==> src/rtl/alu_issue_stage_if.sv <==
// Request bundle between the fetch/regfile side, the issue stage and EX.
// The issue stage uses the master view; the surrounding environment uses the slave view.
interface alu_issue_stage_if;
  logic        IN_VALID;
  logic        IN_READY;
  logic [31:0] INSTR;
  logic [31:0] PC;
  logic [31:0] RS1_DATA;
  logic [31:0] RS2_DATA;
  logic        OUT_VALID;
  logic        OUT_READY;
  logic [31:0] DATA1;
  logic [31:0] DATA2;
  logic [4:0]  SELECT;
  logic        ILLEGAL;

  modport master (
    input  IN_VALID, INSTR, PC, RS1_DATA, RS2_DATA, OUT_READY,
    output IN_READY, OUT_VALID, DATA1, DATA2, SELECT, ILLEGAL
  );

  modport slave (
    output IN_VALID, INSTR, PC, RS1_DATA, RS2_DATA, OUT_READY,
    input  IN_READY, OUT_VALID, DATA1, DATA2, SELECT, ILLEGAL
  );
endinterface

==> src/rtl/alu_issue_stage.sv <==
// RV32IM decode/issue stage: decodes, selects ALU operands and SELECT code, and
// holds multiply/divide requests back for MULDIV_CYCLES before offering them to EX.
module alu_issue_stage #(
  parameter int MULDIV_CYCLES = 3
) (
  input  logic              CLK,
  input  logic              RESET,
  input  logic              FLUSH,
  alu_issue_stage_if.master bus
);
  localparam int CNT_W = (MULDIV_CYCLES > 1) ? $clog2(MULDIV_CYCLES) : 1;
  localparam logic [CNT_W-1:0] CNT_LOAD = CNT_W'(MULDIV_CYCLES - 1);
  localparam logic [CNT_W-1:0] CNT_ONE  = CNT_W'(1);

  localparam logic [6:0] OPC_OP     = 7'b0110011;
  localparam logic [6:0] OPC_OP_IMM = 7'b0010011;
  localparam logic [6:0] OPC_LUI    = 7'b0110111;
  localparam logic [6:0] OPC_AUIPC  = 7'b0010111;
  localparam logic [6:0] OPC_LOAD   = 7'b0000011;
  localparam logic [6:0] OPC_STORE  = 7'b0100011;
  localparam logic [6:0] OPC_BRANCH = 7'b1100011;

  localparam logic [4:0] SEL_ADD  = 5'b00000;
  localparam logic [4:0] SEL_SUB  = 5'b00001;
  localparam logic [4:0] SEL_AND  = 5'b00010;
  localparam logic [4:0] SEL_OR   = 5'b00011;
  localparam logic [4:0] SEL_XOR  = 5'b00100;
  localparam logic [4:0] SEL_SLL  = 5'b00101;
  localparam logic [4:0] SEL_SRL  = 5'b00110;
  localparam logic [4:0] SEL_SRA  = 5'b00111;
  localparam logic [4:0] SEL_SLT  = 5'b10000;
  localparam logic [4:0] SEL_SLTU = 5'b10001;

  typedef enum logic [1:0] {
    S_EMPTY = 2'd0,
    S_WAIT  = 2'd1,
    S_FULL  = 2'd2
  } state_t;

  function automatic logic [4:0] base_select(input logic [2:0] f3);
    case (f3)
      3'b000:  base_select = SEL_ADD;
      3'b001:  base_select = SEL_SLL;
      3'b010:  base_select = SEL_SLT;
      3'b011:  base_select = SEL_SLTU;
      3'b100:  base_select = SEL_XOR;
      3'b101:  base_select = SEL_SRL;
      3'b110:  base_select = SEL_OR;
      default: base_select = SEL_AND;
    endcase
  endfunction

  logic [6:0]  opcode;
  logic [2:0]  funct3;
  logic [6:0]  funct7;
  logic [31:0] imm_i;
  logic [31:0] imm_s;
  logic [31:0] imm_u;
  logic [31:0] shamt;

  assign opcode = bus.INSTR[6:0];
  assign funct3 = bus.INSTR[14:12];
  assign funct7 = bus.INSTR[31:25];
  assign imm_i  = {{20{bus.INSTR[31]}}, bus.INSTR[31:20]};
  assign imm_s  = {{20{bus.INSTR[31]}}, bus.INSTR[31:25], bus.INSTR[11:7]};
  assign imm_u  = {bus.INSTR[31:12], 12'b0};
  assign shamt  = {27'b0, bus.INSTR[24:20]};

  logic [31:0] dec_data1;
  logic [31:0] dec_data2;
  logic [4:0]  dec_select;
  logic        dec_illegal;
  logic        dec_muldiv;

  always_comb begin
    dec_illegal = 1'b1;
    dec_select  = SEL_ADD;
    dec_data1   = '0;
    dec_data2   = '0;
    case (opcode)
      OPC_OP: begin
        if (funct7 == 7'b0000000) begin
          dec_illegal = 1'b0;
          dec_select  = base_select(funct3);
        end else if (funct7 == 7'b0100000 && funct3 == 3'b000) begin
          dec_illegal = 1'b0;
          dec_select  = SEL_SUB;
        end else if (funct7 == 7'b0100000 && funct3 == 3'b101) begin
          dec_illegal = 1'b0;
          dec_select  = SEL_SRA;
        end else if (funct7 == 7'b0000001) begin
          // funct3 matches the muldiv SELECT low bits except MULHSU/MULHU, which swap
          dec_illegal = 1'b0;
          dec_select  = {2'b01, funct3[2], funct3[1], funct3[0] ^ (funct3[1] & ~funct3[2])};
        end
        if (!dec_illegal) begin
          dec_data1 = bus.RS1_DATA;
          dec_data2 = bus.RS2_DATA;
        end
      end
      OPC_OP_IMM: begin
        if (funct3 == 3'b001) begin
          if (funct7 == 7'b0000000) begin
            dec_illegal = 1'b0;
            dec_select  = SEL_SLL;
            dec_data2   = shamt;
          end
        end else if (funct3 == 3'b101) begin
          if (funct7 == 7'b0000000) begin
            dec_illegal = 1'b0;
            dec_select  = SEL_SRL;
            dec_data2   = shamt;
          end else if (funct7 == 7'b0100000) begin
            dec_illegal = 1'b0;
            dec_select  = SEL_SRA;
            dec_data2   = shamt;
          end
        end else begin
          dec_illegal = 1'b0;
          dec_select  = base_select(funct3);
          dec_data2   = imm_i;
        end
        if (!dec_illegal) begin
          dec_data1 = bus.RS1_DATA;
        end
      end
      OPC_LUI: begin
        dec_illegal = 1'b0;
        dec_data2   = imm_u;
      end
      OPC_AUIPC: begin
        dec_illegal = 1'b0;
        dec_data1   = bus.PC;
        dec_data2   = imm_u;
      end
      OPC_LOAD: begin
        dec_illegal = 1'b0;
        dec_data1   = bus.RS1_DATA;
        dec_data2   = imm_i;
      end
      OPC_STORE: begin
        dec_illegal = 1'b0;
        dec_data1   = bus.RS1_DATA;
        dec_data2   = imm_s;
      end
      OPC_BRANCH: begin
        dec_illegal = 1'b0;
        dec_select  = SEL_SUB;
        dec_data1   = bus.RS1_DATA;
        dec_data2   = bus.RS2_DATA;
      end
      default: begin
      end
    endcase
    dec_muldiv = !dec_illegal && (dec_select[4:3] == 2'b01);
  end

  state_t           state_q, state_d;
  logic [CNT_W-1:0] cnt_q, cnt_d;
  logic             out_valid_q, out_valid_d;
  logic [31:0]      data1_q, data1_d;
  logic [31:0]      data2_q, data2_d;
  logic [4:0]       select_q, select_d;
  logic             illegal_q, illegal_d;
  logic             in_ready;
  logic             accept;

  // Flush is applied last so it overrides any accept or WAIT countdown in the same cycle.
  always_comb begin
    state_d     = state_q;
    cnt_d       = cnt_q;
    out_valid_d = out_valid_q;
    data1_d     = data1_q;
    data2_d     = data2_q;
    select_d    = select_q;
    illegal_d   = illegal_q;
    in_ready    = 1'b0;
    accept      = 1'b0;

    case (state_q)
      S_EMPTY: begin
        in_ready = 1'b1;
        accept   = bus.IN_VALID;
      end
      S_WAIT: begin
        if (cnt_q == CNT_ONE || cnt_q == '0) begin
          state_d     = S_FULL;
          cnt_d       = '0;
          out_valid_d = 1'b1;
        end else begin
          cnt_d = cnt_q - CNT_ONE;
        end
      end
      S_FULL: begin
        in_ready = bus.OUT_READY;
        if (bus.OUT_READY) begin
          if (bus.IN_VALID) begin
            accept = 1'b1;
          end else begin
            state_d     = S_EMPTY;
            out_valid_d = 1'b0;
          end
        end
      end
      default: begin
        state_d     = S_EMPTY;
        out_valid_d = 1'b0;
      end
    endcase

    if (accept && !FLUSH) begin
      data1_d   = dec_data1;
      data2_d   = dec_data2;
      select_d  = dec_select;
      illegal_d = dec_illegal;
      if (dec_muldiv && MULDIV_CYCLES > 1) begin
        state_d     = S_WAIT;
        cnt_d       = CNT_LOAD;
        out_valid_d = 1'b0;
      end else begin
        state_d     = S_FULL;
        cnt_d       = '0;
        out_valid_d = 1'b1;
      end
    end

    if (FLUSH) begin
      state_d     = S_EMPTY;
      cnt_d       = '0;
      out_valid_d = 1'b0;
    end
  end

  always_ff @(posedge CLK or negedge RESET) begin
    if (!RESET) begin
      state_q     <= S_EMPTY;
      cnt_q       <= '0;
      out_valid_q <= 1'b0;
      data1_q     <= '0;
      data2_q     <= '0;
      select_q    <= SEL_ADD;
      illegal_q   <= 1'b0;
    end else begin
      state_q     <= state_d;
      cnt_q       <= cnt_d;
      out_valid_q <= out_valid_d;
      data1_q     <= data1_d;
      data2_q     <= data2_d;
      select_q    <= select_d;
      illegal_q   <= illegal_d;
    end
  end

  assign bus.IN_READY  = in_ready;
  assign bus.OUT_VALID = out_valid_q;
  assign bus.DATA1     = data1_q;
  assign bus.DATA2     = data2_q;
  assign bus.SELECT    = select_q;
  assign bus.ILLEGAL   = illegal_q;
endmodule

==> src/flat_wrapper.sv <==
// flat-port wrapper written by rule: the top's interface ports become plain ports
module alu_issue_stage_flat 
#(
  parameter int MULDIV_CYCLES = 3
)
  (CLK, RESET, FLUSH, bus_IN_VALID, bus_INSTR, bus_PC, bus_RS1_DATA, bus_RS2_DATA, bus_OUT_READY, bus_IN_READY, bus_OUT_VALID, bus_DATA1, bus_DATA2, bus_SELECT, bus_ILLEGAL);
  alu_issue_stage_if bus_i ();
  input  logic CLK;
  input  logic RESET;
  input  logic FLUSH;
  input wire logic [$bits(bus_i.IN_VALID)-1:0] bus_IN_VALID;
  input wire logic [$bits(bus_i.INSTR)-1:0] bus_INSTR;
  input wire logic [$bits(bus_i.PC)-1:0] bus_PC;
  input wire logic [$bits(bus_i.RS1_DATA)-1:0] bus_RS1_DATA;
  input wire logic [$bits(bus_i.RS2_DATA)-1:0] bus_RS2_DATA;
  input wire logic [$bits(bus_i.OUT_READY)-1:0] bus_OUT_READY;
  output wire logic [$bits(bus_i.IN_READY)-1:0] bus_IN_READY;
  output wire logic [$bits(bus_i.OUT_VALID)-1:0] bus_OUT_VALID;
  output wire logic [$bits(bus_i.DATA1)-1:0] bus_DATA1;
  output wire logic [$bits(bus_i.DATA2)-1:0] bus_DATA2;
  output wire logic [$bits(bus_i.SELECT)-1:0] bus_SELECT;
  output wire logic [$bits(bus_i.ILLEGAL)-1:0] bus_ILLEGAL;
  assign bus_i.IN_VALID = bus_IN_VALID;
  assign bus_i.INSTR = bus_INSTR;
  assign bus_i.PC = bus_PC;
  assign bus_i.RS1_DATA = bus_RS1_DATA;
  assign bus_i.RS2_DATA = bus_RS2_DATA;
  assign bus_i.OUT_READY = bus_OUT_READY;
  assign bus_IN_READY = bus_i.IN_READY;
  assign bus_OUT_VALID = bus_i.OUT_VALID;
  assign bus_DATA1 = bus_i.DATA1;
  assign bus_DATA2 = bus_i.DATA2;
  assign bus_SELECT = bus_i.SELECT;
  assign bus_ILLEGAL = bus_i.ILLEGAL;
  alu_issue_stage #(.MULDIV_CYCLES(MULDIV_CYCLES)) u_core (.CLK(CLK), .RESET(RESET), .FLUSH(FLUSH), .bus(bus_i));
endmodule
==> config.mk <==
export PLATFORM = sky130hd
export DESIGN_NAME = alu_issue_stage_flat
export DESIGN_NICKNAME = d
export VERILOG_FILES = /design/src/rtl/alu_issue_stage_if.sv /design/src/rtl/alu_issue_stage.sv /design/src/flat_wrapper.sv
export SDC_FILE = /design/constraint.sdc
export NUM_CORES = 1
export LEC_CHECK = 0
export CAP_MARGIN = 20
export CORE_ASPECT_RATIO = 0.8
export CORE_MARGIN = 5
export CORE_UTILIZATION = 44
export CTS_CLUSTER_DIAMETER = 150
export DETAILED_ROUTE_END_ITERATION = 12
export PLACE_DENSITY_LB_ADDON = 0.05
export RECOVER_POWER = 25
export SLEW_MARGIN = 5
export SYNTH_ARGS = -nofsm -noshare
export SYNTH_HDL_FRONTEND = slang
export SYNTH_SLANG_ARGS = --single-unit
==> constraint.sdc <==
create_clock -name CLK -period 3.9 [get_ports CLK]
set_input_delay 1.17 -clock CLK [delete_from_list [all_inputs] [get_ports CLK]]
set_output_delay 1.17 -clock CLK [all_outputs]
set_load 0.01 [all_outputs]
==> run summary <==
List of most frequent post-synthesis cells - sky130_fd_sc_hd__dfrtp_1, sky130_fd_sc_hd__inv_1, sky130_fd_sc_hd__nand2_1, sky130_fd_sc_hd__a22oi_1, sky130_fd_sc_hd__o21ai_2
Lkg Pwr - 2.72 nW
RSZ-0062 raised after global routing - no
Number of setup violations in the final report - 0
Latest clock arrival within the worst-skew pair - 330 ps
Peak fanout along the critical path - 6
Final net count - 730
Post-CTS Setup Bufs - 0
Chip height - 96.6 µm
Syn_nets - 538
Wire length of the first global-routing pass - 22100 µm
Clock tree from TritonCTS - built
Area delta synth->final - 56.4%
Combinational share of power - 13.7%
End point of the most critical hold path - u_core.bus.SELECT[4]
Multiplexer share of the synthesized area - 1.34%
Number of synthesized flops with an enable pin - 0
Number of I/O pins - 205
TritonCTS sink count - 74
Layout cells sized above 1 - 12.5%
Critical path endpoint category - primary output
Total GRT Usage - 24.0%
Die outline area - 0.0114 mm²
Detailed placement HPWL - 10000 µm
Worst Skew - 6.84 ps
Wire length reported by the detailed router - 13800 µm
Inserted Clock Buffers - 9
Remaining max-slew budget at the tightest pin - -24.4%
Input/output buffers - 204
Placer's final routability congestion estimate - 0.888
Origin of the critical flop-to-flop path - u_core.state_q[1]
Count leader, synth - sky130_fd_sc_hd__dfrtp_1
Peak ir drop on the vdd network - 0.220 mV
Flip-flop and latch count after synthesis - 74
Distinct cell type count of the synthesized netlist - 64
Reg power frac - 41.5%
Share of the synthesized area in the top cell type - 44.9%
Detailed router's first-iteration violation count - 246
Setup TNS - 0 ps
RR Endpoint - u_core.bus.DATA2[10]
Startpoint type of the worst setup path - input port
Worst endpoint required time - 2730 ps
Type of the worst setup path - input port to primary output
Most frequently used flop master after synthesis - sky130_fd_sc_hd__dfrtp_1
Total number of placement rows - 31
Biggest area consumer among synthesized cells - sky130_fd_sc_hd__dfrtp_1
Synthesized netlist cell count - 405
Post-DR vias/cell - 5.62
Place WS - 230 ps
Simple-Gate Fraction of Synth Area - 13.5%
Hold Crit Class - register to register
First-pass iteration count of the detailed router - 5
Critical path data arrival time - 2500 ps
Pin count of the biggest net entering global routing - 75
Number of H-tree levels - 3
Area share of fa/ha/maj cells after synthesis - 0%
Cell at the root of the clock tree - sky130_fd_sc_hd__clkbuf_16
Hold Path Origin - u_core.bus.SELECT[4]
Filler cell count in the final layout - 726
Die boundary width - 118 µm
Switching fraction of total power - 23.9%
Seq/Total Area, Yosys - 44.9%
Effective utilization at floorplan - 45.2%
Clock share of power - 44.8%
Proportion of synthesized flip-flops having asynchronous set or reset - 100%
Power per Cell Area - 289 mW/mm²
Minimum period implied by the final worst setup slack - 3670 ps
Post-cts hold buffer count - 0
Final hold slack - 468 ps
Multi-input combinational cell area - 0.00188 mm²
Final period util - 94.0%
Core region area - 0.00911 mm²
Synth Area in Compound Gates - 30.6%
Hold Vio Cnt, Final - 0
DRC violations left - 0
Status - complete, but fails checks
Resize count post-CTS - 0
Worst path setup slack after routing - 233 ps
Initial antenna violation count - 0
Clock transition at the register clock pins on the worst setup and hold paths after CTS - 60 ps
Synth area leaders - sky130_fd_sc_hd__dfrtp_1, sky130_fd_sc_hd__a221o_1, sky130_fd_sc_hd__o21ai_2
Max cap viols - 1
Netlist area before placement - 0.00412 mm²
Internal - 1.42 mW
Via count - 4030
Max-slew violation count - 75
Violated checks - max-capacitance violations, max-slew violations
Transition time at the pin with the least slew margin - 1870 ps
GRT Residual Overflow - 0
Antenna-violating nets left - 0
Warning count from the yosys run - 0
Cells on worst reg2reg path - 5
Diodes inserted - 0
Maximum root-to-sink buffer count - 2
Max Clock Freq - 0.273 GHz
Area share of xor/xnor cells in the synthesized design - 0.213%
Routed wirelength normalized by instance count - 19.3 µm
Vias in the first global route - 4263
R2r setup slk - 1760 ps
Avg Cell Area, Syn - 10.2 µm²
Worst hold path stage count - 2
Power spent charging and discharging nets - 0.446 mW
Dominant combinational cell family by area after synthesis - compound AO/OA/AOI/OAI gates
Reg area - 0.00185 mm²
==> sequential cells by signal (all words and copies together), names as in the netlist <==
name,count
u_core.bus.DATA1,32
u_core.bus.DATA2,32
u_core.bus.SELECT,5
u_core.cnt_q,2
u_core.state_q,2
u_core.bus.ILLEGAL,1
==> layout make-up <==
class	count	share of cell area [%]
multi-input combinational	262	29.2
clock inverter	6	1.03
sequential	74	28.7
tap	115	2.23
clock buffer	10	3.55
timing repair buffer	213	33.0
inverter	37	2.16
==> worst max-delay path: stages <==
cell                              delay, ps
sky130_fd_sc_hd__clkdlybuf4s50_1        490
sky130_fd_sc_hd__o21a_1                 260
sky130_fd_sc_hd__clkdlybuf4s50_1        580
==> power groups by stage <==
stage / combinational (mW) / sequential (mW) / clock (mW)
floorplan: 0.0718 / 0.790 / 0
global placement: 0.251 / 0.788 / 0
detailed placement: 0.255 / 0.788 / 0
CTS: 0.256 / 0.774 / 0.849
global route: 0.274 / 0.774 / 0.882
finish: 0.255 / 0.774 / 0.835
==> layout by cell type (no fill, tap or decap), types with 2 or more instances in the layout <==
master,netlist,layout
sky130_fd_sc_hd__clkdlybuf4s50_1,0,203
sky130_fd_sc_hd__dfrtp_1,74,74
sky130_fd_sc_hd__inv_1,37,37
sky130_fd_sc_hd__nand2_1,36,36
sky130_fd_sc_hd__a22oi_1,32,32
sky130_fd_sc_hd__o21ai_2,30,31
sky130_fd_sc_hd__a21oi_1,29,29
sky130_fd_sc_hd__a221o_1,27,27
sky130_fd_sc_hd__nor2_1,9,9
sky130_fd_sc_hd__clkbuf_16,0,9
sky130_fd_sc_hd__o21ai_0,8,8
sky130_fd_sc_hd__and3_1,7,7
sky130_fd_sc_hd__buf_4,1,7
sky130_fd_sc_hd__nand2b_1,5,5
sky130_fd_sc_hd__nor3_1,5,5
sky130_fd_sc_hd__nand3_1,5,5
sky130_fd_sc_hd__mux2_2,4,4
sky130_fd_sc_hd__nand3b_1,3,3
sky130_fd_sc_hd__nand4b_1,3,3
sky130_fd_sc_hd__nand4_1,3,3
sky130_fd_sc_hd__and2_1,3,3
sky130_fd_sc_hd__o21ai_1,4,3
sky130_fd_sc_hd__a21boi_0,3,3
sky130_fd_sc_hd__clkinvlp_4,0,3
sky130_fd_sc_hd__o21a_1,2,2
sky130_fd_sc_hd__nor3b_1,2,2
sky130_fd_sc_hd__nand4bb_1,2,2
sky130_fd_sc_hd__nor4_4,2,2
sky130_fd_sc_hd__a21o_1,2,2
sky130_fd_sc_hd__nor4_1,2,2
sky130_fd_sc_hd__o211ai_1,2,2
sky130_fd_sc_hd__a22o_1,2,2
sky130_fd_sc_hd__a222oi_1,2,2
sky130_fd_sc_hd__buf_12,0,2
==> metal layers <==
metal	routed length (µm)	vias up	track usage (%)	part of all wire [%]
met5	0	-	0	0
met4	137	0	5.73	0.99
met3	1340	12	9.43	9.7
met2	6700	193	40.4	48
met1	5660	1944	29.4	41
li1	-	1881	-	-
==> worst max path at each step <==
stage	startpoint	to	depth (start not counted)
after global routing	bus_OUT_READY	bus_IN_READY	3
after detailed placement	bus_OUT_READY	bus_IN_READY	3
after floorplan	bus_INSTR[12]	u_core.bus.DATA1[12]	7
final	bus_OUT_READY	bus_IN_READY	3
after global placement	bus_OUT_READY	bus_IN_READY	3
after CTS	bus_OUT_READY	bus_IN_READY	3
==> kinds of logic after synthesis <==
logic type	count (synthesis)
flip-flops	74
multiplexers	5
XOR/XNOR	1
AO/OA/AOI/OAI	159
buffers and inverters	69
AND/OR/NAND/NOR	97
==> stage by stage <==
step           power [mW]  cells  util [%]  instance area [µm²]
2_1_floorplan       0.862    405         -                 4120
3_3_place_gp         1.04    701      67.5                 6150
3_5_place_dp         1.04    701      67.5                 6150
4_1_cts              1.88    717      70.7                 6450
5_1_grt              1.93    717      70.7                 6440
6_report             1.86    717      70.7                 6440
No activity file was read; power rests on OpenSTA's default activity.
